## config.mk

```make
export PLATFORM = sky130hd
export DESIGN_NAME = twiddle_gen
export DESIGN_NICKNAME = d
export VERILOG_FILES = /design/src/rtl/twiddle_gen.sv
export SDC_FILE = /design/constraint.sdc
export NUM_CORES = 1
export LEC_CHECK = 0
export ABC_AREA = 1
export BUFFER_PORTS_ARGS = -buffer_cell sky130_fd_sc_hd__buf_2
export CAP_MARGIN = 20
export CELL_PAD_IN_SITES_DETAIL_PLACEMENT = 0
export CELL_PAD_IN_SITES_GLOBAL_PLACEMENT = 1
export CORE_ASPECT_RATIO = 1.25
export CORE_MARGIN = 8
export CORE_UTILIZATION = 41
export CTS_CLUSTER_SIZE = 24
export DETAILED_ROUTE_END_ITERATION = 8
export PLACE_DENSITY = 0.85
export SLEW_MARGIN = 20
export SYNTH_ARGS = -nofsm -noshare
export SYNTH_HDL_FRONTEND = slang
export SYNTH_SLANG_ARGS = --single-unit
export TNS_END_PERCENT = 1
```

## constraint.sdc

```tcl
create_clock -name clk -period 3.1 [get_ports clk]
set_input_delay 0.62 -clock clk [delete_from_list [all_inputs] [get_ports clk]]
set_output_delay 0.62 -clock clk [all_outputs]
set_load 0.02 [all_outputs]
```

## src/rtl/twiddle_gen.sv

```systemverilog
// rtl/twiddle_gen.sv - sequenced quarter-wave twiddle-factor generator for radix-2 MDC FFT (option: TWGEN_INVERSE_EN)
module twiddle_gen #(
  parameter int N_FFT = 32,
  parameter int W_W   = 9,
  parameter int STG_W = 3
) (
  input  logic                     clk,
  input  logic                     rst,
  input  logic                     start,
  input  logic [STG_W-1:0]         stage,
  input  logic                     cont,
  input  logic                     adv,
`ifdef TWGEN_INVERSE_EN
  input  logic                     inv,
`endif
  output logic signed [W_W-1:0]    w_r,
  output logic signed [W_W-1:0]    w_i,
  output logic [$clog2(N_FFT)-2:0] w_idx,
  output logic                     w_valid,
  output logic                     w_last,
  output logic                     busy
);

  localparam int LOG2N = $clog2(N_FFT);
  localparam int IW    = LOG2N - 1;
  localparam int Q     = N_FFT / 4;
  localparam int S     = 2 ** (W_W - 2);
  localparam real PI   = 3.14159265358979323846;
  localparam logic [STG_W-1:0] S_MAX = STG_W'(LOG2N - 1);
  localparam logic [IW-1:0]    K_ALL = '1;

  // Quarter-wave cosine sample, truncated toward zero, evaluated at elaboration only
  function automatic int cos_entry(input int j);
    real v;
    v = real'(S) * $cos(2.0 * PI * real'(j) / real'(N_FFT));
    return $rtoi(v);
  endfunction

  logic signed [W_W-1:0] ctab [Q+1];

  for (genvar g = 0; g <= Q; g++) begin : g_ctab
    localparam int CV = cos_entry(g);
    assign ctab[g] = W_W'(CV);
  end

  typedef enum logic {IDLE, RUN} state_t;

  state_t                state_q;
  logic [STG_W-1:0]      stage_q;
  logic                  cont_q;
  logic [IW-1:0]         k_q;
  logic signed [W_W-1:0] w_r_q, w_i_q;
  logic [IW-1:0]         w_idx_q;
  logic                  w_valid_q, w_last_q;
`ifdef TWGEN_INVERSE_EN
  logic                  inv_q;
`endif

  logic [STG_W-1:0]      stage_d;
  logic [IW-1:0]         m_d, p_d, qmp_d, lmax_d;
  logic                  last_d;
  logic signed [W_W-1:0] wr_d, wi_d;

  // Index m = k<<s, end-of-pass detection and two-quadrant fold of the cosine table
  always_comb begin
    stage_d = (stage > S_MAX) ? S_MAX : stage;
    m_d     = k_q << stage_q;
    lmax_d  = K_ALL >> stage_q;
    last_d  = (k_q == lmax_d);
    p_d     = {1'b0, m_d[IW-2:0]};
    qmp_d   = IW'(Q) - p_d;
    if (!m_d[IW-1]) begin
      wr_d = ctab[p_d];
      wi_d = -ctab[qmp_d];
    end else begin
      wr_d = -ctab[qmp_d];
      wi_d = -ctab[p_d];
    end
  end

  // Sequencer: start reloads configuration, adv in RUN issues one registered twiddle
  always_ff @(posedge clk or posedge rst) begin
    if (rst) begin
      state_q   <= IDLE;
      stage_q   <= '0;
      cont_q    <= 1'b0;
      k_q       <= '0;
      w_r_q     <= '0;
      w_i_q     <= '0;
      w_idx_q   <= '0;
      w_valid_q <= 1'b0;
      w_last_q  <= 1'b0;
`ifdef TWGEN_INVERSE_EN
      inv_q     <= 1'b0;
`endif
    end else begin
      w_valid_q <= 1'b0;
      w_last_q  <= 1'b0;
      if (start) begin
        state_q <= RUN;
        stage_q <= stage_d;
        cont_q  <= cont;
        k_q     <= '0;
`ifdef TWGEN_INVERSE_EN
        inv_q   <= inv;
`endif
      end else if (state_q == RUN && adv) begin
        w_r_q     <= wr_d;
`ifdef TWGEN_INVERSE_EN
        w_i_q     <= inv_q ? -wi_d : wi_d;
`else
        w_i_q     <= wi_d;
`endif
        w_idx_q   <= m_d;
        w_valid_q <= 1'b1;
        w_last_q  <= last_d;
        if (last_d) begin
          k_q <= '0;
          if (!cont_q) state_q <= IDLE;
        end else begin
          k_q <= k_q + IW'(1);
        end
      end
    end
  end

  assign w_r     = w_r_q;
  assign w_i     = w_i_q;
  assign w_idx   = w_idx_q;
  assign w_valid = w_valid_q;
  assign w_last  = w_last_q;
  assign busy    = (state_q == RUN);

endmodule
```

==> results.md, run 1 <==
- Outcome: finished, final reports clean
- Synth top area cells: dfrtp_1 (39%), nand2_1 (15%), nand3_1 (7.6%)
- Max Root-Sink Buffers: 2
- Max_cap viols: 0
- LEAKAGE: 1.39 nW
- Post-Place Cells: 373
- Final setup vio count: 0
- Synth top area share: 0.390
- Leading area contributor after synthesis: dfrtp_1
- GR Util met2: 0.267
- Commonest cells in the synthesized netlist: nand2_1 (83), dfrtp_1 (33), nand3_1 (32), inv_1 (27), nor2_1 (14)
- H-Tree Depth: 2
- Crit path max-delay cell type: dfrtp_1
- Count leader, synth: nand2_1
- Post-Route WL: 5140 microns
- Cell mode on critical path: nand2_1
- Largest delay share family, worst path: simple AND/OR/NAND/NOR gates
- Critical path arrival: 2.91 ns
- Cell row count: 29
- Startpoint Class: flop
- Clk_lat worst skew: 0.29 ns
- RD Place Congestion: 0.891
- Gr usage total: 0.151
- Crit end category: flop
- CTS tree: built
- Required time worst endpoint: 3.26 ns
- Avg Inst Size Synth: 7.54 sq um
- Grt total ovfl: 0
- Multi-input gate area: 1140 sq um
- Post-DRT Antenna Nets: 0
- Vias: 1,925
- Pin count of the biggest net entering global routing: 34
- #FFs+latches synth: 33
- Syn-to-layout area delta: 15.9%
- Initial antenna violation count: 0
- Crit path buffers/inverters: 3
- Cells after synthesis: 281
- Tmin final: 2.75 ns
- Final hold violations: 0
- GR Util met3: 0.0435
- Layout cells sized above 1: 0.220
- Slowest stage delay, CP: 0.48 ns
- Initial drt markers: 74
- Post-synth top flop: dfrtp_1
- Io pins: 33
- Tightest Hold Check Type: input pin to async pin
- ANT cells: 0
- Fin. max-slew vios: 0
- Drt pass-1 iters: 4
- Unique masters post-synth: 34
- Peak supply drop: 0.288 mV
- CTS Hold Bufs: 0
- Fmax achieved: 0.364 GHz
- Starting Density: 0.420
- Final setup TNS: 0 ns
- Core area: 5040 sq um
- Layout fillers: 497
- Slew HR: 0.721
- Die area: 7740 sq um
- Crit path kind: flop to flop
- Register area share after synthesis: 0.390
- Worst-margin pin slew: 0.418 ns
- Drt drc: 0
- Number of synthesized flops with an enable pin: 0
- Top Usage Layer GRT: met2
- Pre-CTS setup slack: 0.375 ns
- Post-cts sizing count: 0
- Non-filler cells, final: 380
- Reg area: 826 sq um
- Post-CTS Repair Setup Buffers: 0
- Number of port buffers: 32
- Die Y: 96.4 microns
- CP max FO: 8
- Vias per cell: 5.07
- Chip Width: 80.3 microns
- M1 GR Usage: 0.164
- Final Skew: 0.00571 ns
- Vias in the first global route: 1,965
- CP Cell Sequence: inv_4, nand2_1, nand2_1, nand2_1, ha_1, ha_1, inv_1, nand2_1, and2_1, nand2_1, ha_1, nand2_1, inv_2, nand2_1, o21ai_1, nand4_1
- Register clock-pin slew on the reported worst setup and hold paths: 0.07 ns
- Syn nets: 300
- Final net count: 337
- Worst setup margin: 0.354 ns
- Number of buffers created by CTS: 5
- First-pass GRT wire length: 9060 microns
- Sink Count: 33
- Clk root buf: clkbuf_8
- P per Cell Area: 540 nW/um^2
- Yosys Warn Count: 0
- Post-DR wirelength/cell: 13.5 microns
- RSZ-0062 raised after global routing: false
- Post-Synthesis Cell Area: 2120 sq um
- Post-DP HPWL: 4120 microns
- Period utilisation layout: 0.886
- Final core utilization: 0.487
- Ys async rst share: 1.00
## worst min-delay path, delay by kind of cell
family / cells / cell delay (ns)
buf+inv: 3 / 0.50
## cell usage in the layout, fill, tap and decap left out, drive strengths merged
cell / synthesis / final
a31o: 1 / 1
bufinv: 0 / 1
nand3b: 2 / 2
or2: 2 / 2
buf: 2 / 34
nand3: 35 / 35
nand4: 5 / 5
a21oi: 4 / 4
ha: 11 / 11
o2111ai: 1 / 1
xnor2: 3 / 3
and2: 1 / 1
dfrtp: 33 / 33
clkinv: 1 / 2
nor2: 20 / 20
o211ai: 3 / 3
clkbuf: 2 / 5
o21bai: 1 / 1
nand2: 92 / 92
a22oi: 5 / 5
xor2: 2 / 2
o221ai: 4 / 4
inv: 35 / 35
o21ai: 16 / 16
## path summary, 6_finish.rpt
| check | from | end | slack, ns | depth (start not counted) |
|---|---|---|---|---|
| max in group asynchronous | rst | w_r[6] | 2.39 | 3 |
| worst min register to register | cont_q | cont_q | 0.47 | 2 |
| worst max-delay path | stage_q[0] | w_i[8] | 0.35 | 16 |
| min in group clk | cont_q | cont_q | 0.47 | 2 |
| worst max register to register | stage_q[0] | w_i[8] | 0.35 | 16 |
| worst min-delay path | rst | w_r[1] | 0.41 | 3 |
## state kept, by name, indices dropped and copies added, names as in the netlist
signal / flops
w_i: 9
w_last: 1
stage_q: 3
k_q: 4
w_idx: 4
w_r: 9
busy: 1
cont_q: 1
w_valid: 1
## cell families after synthesis
| group | after synthesis | share of synthesized area |
|---|---|---|
| flip-flops | 33 | 0.390 |
| buffers and inverters | 40 | 0.0744 |
| XOR/XNOR | 5 | 0.0207 |
| adder cells (fa/ha/maj) | 11 | 0.0649 |
| AND/OR/NAND/NOR | 157 | 0.347 |
| AO/OA/AOI/OAI | 35 | 0.104 |
## where the power goes
| part | leakage (nW) | switching (W) | total [W] | internal [W] |
|---|---|---|---|---|
| Clock | 0.0540 | 0.000160 | 0.000393 | 0.000234 |
| Combinational | 0.895 | 0.000272 | 0.000408 | 0.000136 |
| Sequential | 0.438 | 0.0000368 | 0.000525 | 0.000489 |
## routing by layer
layer,wire [microns],up-vias
met5,0,-
met4,105,0
met3,241,9
met2,2680,40
met1,2110,886
li1,-,990
## stage by stage
step | instance area [sq um] | power, W | hold WS [ns]
final | 2460 | 0.00133 | 0.408
after global routing | 2460 | 0.00142 | 0.448
after detailed placement | 2350 | 0.000946 | 0.462
after floorplan | 2120 | 0.000825 | 0.436
after CTS | 2460 | 0.00134 | 0.421
after global placement | 2350 | 0.000943 | 0.457
## cell type report
| type | instances | share of cell area |
|---|---|---|
| multi-input combinational | 208 | 0.463 |
| sequential | 33 | 0.336 |
| timing repair buffer | 34 | 0.0713 |
| inverter | 36 | 0.0560 |
| tap | 62 | 0.0316 |
| clock buffer | 5 | 0.0280 |
| clock inverter | 2 | 0.0143 |
(Power assumes the default switching activity.)
==> run 2: changes to the inputs <==
--- a/config.mk
+++ b/config.mk
@@ -16,6 +16,7 @@
 export CTS_CLUSTER_SIZE = 24
 export DETAILED_ROUTE_END_ITERATION = 8
 export PLACE_DENSITY = 0.85
+export SETUP_SLACK_MARGIN = 0.4
 export SLEW_MARGIN = 20
 export SYNTH_ARGS = -nofsm -noshare
 export SYNTH_HDL_FRONTEND = slang
==> run 2 against run 1 <==
Effect of this change: via count rose by 0.42%; final area grew 2.4%; clock power about the same; register-to-register slack gained 0.32 ns; non-clock buffer count rose by 3; fmax up 13%; critical endpoint is now w_r[8]; largest cell class unchanged.
==> results.md, run 2 (same netlist as run 1, synthesis figures left out) <==
- Final Skew: 0.00617 ns (+0.000467 ns)
- Reg area: 828 sq um (+0.30%)
- Period utilisation layout: 0.784 (-0.102)
- Final setup TNS: 0 ns (unchanged)
- Chip Width: 80.3 microns (unchanged)
- Number of buffers created by CTS: 5 (unchanged)
- P per Cell Area: 533 nW/um^2 (-1.4%)
- ANT cells: 0 (unchanged)
- Post-DR wirelength/cell: 13.5 microns (-0.34%)
- Pin count of the biggest net entering global routing: 34 (unchanged)
- Die Y: 96.4 microns (unchanged)
- Critical path arrival: 2.60 ns (-0.31 ns)
- Vias in the first global route: 1,965 (unchanged)
- Peak supply drop: 0.288 mV (about the same)
- CTS tree: built
- Worst-margin pin slew: 0.418 ns (-0.000285 ns)
- Max Root-Sink Buffers: 2 (unchanged)
- Post-DP HPWL: 4120 microns (unchanged)
- First-pass GRT wire length: 9060 microns (unchanged)
- Number of port buffers: 32 (unchanged)
- Grt total ovfl: 0 (unchanged)
- Fmax achieved: 0.411 GHz (+13%)
- Final hold violations: 0 (unchanged)
- H-Tree Depth: 2 (unchanged)
- Layout fillers: 487 (-2.0%)
- Initial drt markers: 74 (unchanged)
- Clk_lat worst skew: 0.29 ns (about the same)
- Commonest non-fill, non-tap cell in the layout: nand2_1
- Slew HR: 0.721 (about the same)
- Tightest Hold Check Type: input pin to async pin
- Io pins: 33 (unchanged)
- Post-DRT Antenna Nets: 0 (unchanged)
- Max_cap viols: 0 (unchanged)
- Drt pass-1 iters: 4 (unchanged)
- Layout cells sized above 1: 0.249 (+0.0291)
- LEAKAGE: 1.41 nW (+1.6%)
- Syn-to-layout area delta: 18.7%
- CP max FO: 8 (unchanged)
- Initial antenna violation count: 0 (unchanged)
- RD Place Congestion: 0.891 (unchanged)
- Tmin final: 2.43 ns (-0.315 ns)
- CTS Hold Bufs: 0 (unchanged)
- Outcome: finished, final reports clean
- Fin. max-slew vios: 0 (unchanged)
- Crit end category: flop
- Die area: 7740 sq um (unchanged)
- Core area: 5040 sq um (unchanged)
- Vias: 1,933 (+0.42%)
- Startpoint Class: flop
- Worst setup margin: 0.669 ns (+0.315 ns)
- Cell row count: 29 (unchanged)
- Gr usage total: 0.151 (unchanged)
- Register clock-pin slew on the reported worst setup and hold paths: 0.07 ns (about the same)
- Vias per cell: 5.05 (-0.37%)
- Required time worst endpoint: 3.27 ns (about the same)
- Drt drc: 0 (unchanged)
- Multi-input gate area: 1170 sq um (+3.1%)
- Clk root buf: clkbuf_8
- Starting Density: 0.420 (unchanged)
- Worst Reg-to-Reg Cells: 16 (unchanged)
- Pre-CTS setup slack: 0.375 ns (unchanged)
- RSZ-0062 raised after global routing: false
- Most frequent cells in the layout: nand2_1 (81), nand3_1 (32), buf_2 (32), dfrtp_1 (31), inv_1 (27)
- Post-Route WL: 5160 microns (+0.45%)
- Crit path kind: flop to flop
- Final setup vio count: 0 (unchanged)
- Final net count: 340 (+0.89%)
- Sink Count: 33 (unchanged)
==> run 2: worst max-delay path: stages (launching register included) <==
cell	delay, ns
dfrtp_2	0.47
inv_4	0.09
nand2_1	0.06
nand2_2	0.11
nand2_4	0.09
ha_2	0.22
ha_4	0.23
inv_1	0.11
nand2_1	0.07
and2_1	0.15
nand2_1	0.08
ha_2	0.20
nand2_1	0.07
inv_2	0.06
nand2_1	0.07
o21ai_0	0.18
nand2_1	0.07
==> run 2: worst paths after layout <==
path	from	slack [ns]	endpoint
setup / recovery	stage_q[0]	0.67	w_r[8]
hold / removal	rst	0.41	w_r[0]
setup reg to reg	stage_q[0]	0.67	w_r[8]
hold reg to reg	cont_q	0.47	cont_q
max in group asynchronous	rst	2.37	k_q[0]
min in group clk	cont_q	0.47	cont_q
==> run 2: per-layer routing <==
| layer | wire length (microns) | GRT usage | vias up | share of wire |
|---|---|---|---|---|
| met5 | 0 | 0 | - | 0 |
| met4 | 33 | 0.0623 | 0 | 0.0064 |
| met3 | 244 | 0.0435 | 4 | 0.047 |
| met2 | 2760 | 0.267 | 48 | 0.54 |
| met1 | 2120 | 0.164 | 887 | 0.41 |
| li1 | - | - | 994 | - |
==> run 2: cell type report <==
cell class,instances,area share
clock buffers,5,0.0273
multi-input cells,208,0.465
inverters,36,0.0547
well taps,62,0.0308
flip-flops and latches,33,0.329
clock inverters,2,0.0139
repair buffers,37,0.0786
==> run 2: through the flow <==
step | util | cells | instance area [sq um] | hold slack (ns) | power, W
2_1_floorplan | - | 281 | 2120 | 0.436 | 0.000825
3_3_place_gp | 0.466 | 373 | 2350 | 0.457 | 0.000943
3_5_place_dp | 0.466 | 373 | 2350 | 0.462 | 0.000946
4_1_cts | 0.487 | 380 | 2460 | 0.421 | 0.00134
5_1_grt | 0.499 | 383 | 2520 | 0.448 | 0.00144
6_report | 0.499 | 383 | 2520 | 0.408 | 0.00134
==> run 2: power breakdown <==
| part | switching (W) | total [W] | internal [W] | leakage, nW |
|---|---|---|---|---|
| Combinational | 0.000277 | 0.000422 | 0.000145 | 0.921 |
| Clock | 0.000159 | 0.000392 | 0.000234 | 0.0540 |
| Sequential | 0.0000366 | 0.000526 | 0.000489 | 0.435 |
| Total | 0.000472 | 0.00134 | 0.000868 | 1.41 |
==> run 2: timing repair <==
action | CTS | global route
endpoints found under the setup margin | 3 | 16
pin swaps | 0 | 2
buffers inserted | 0 | 3
resized for setup | 1 | 8
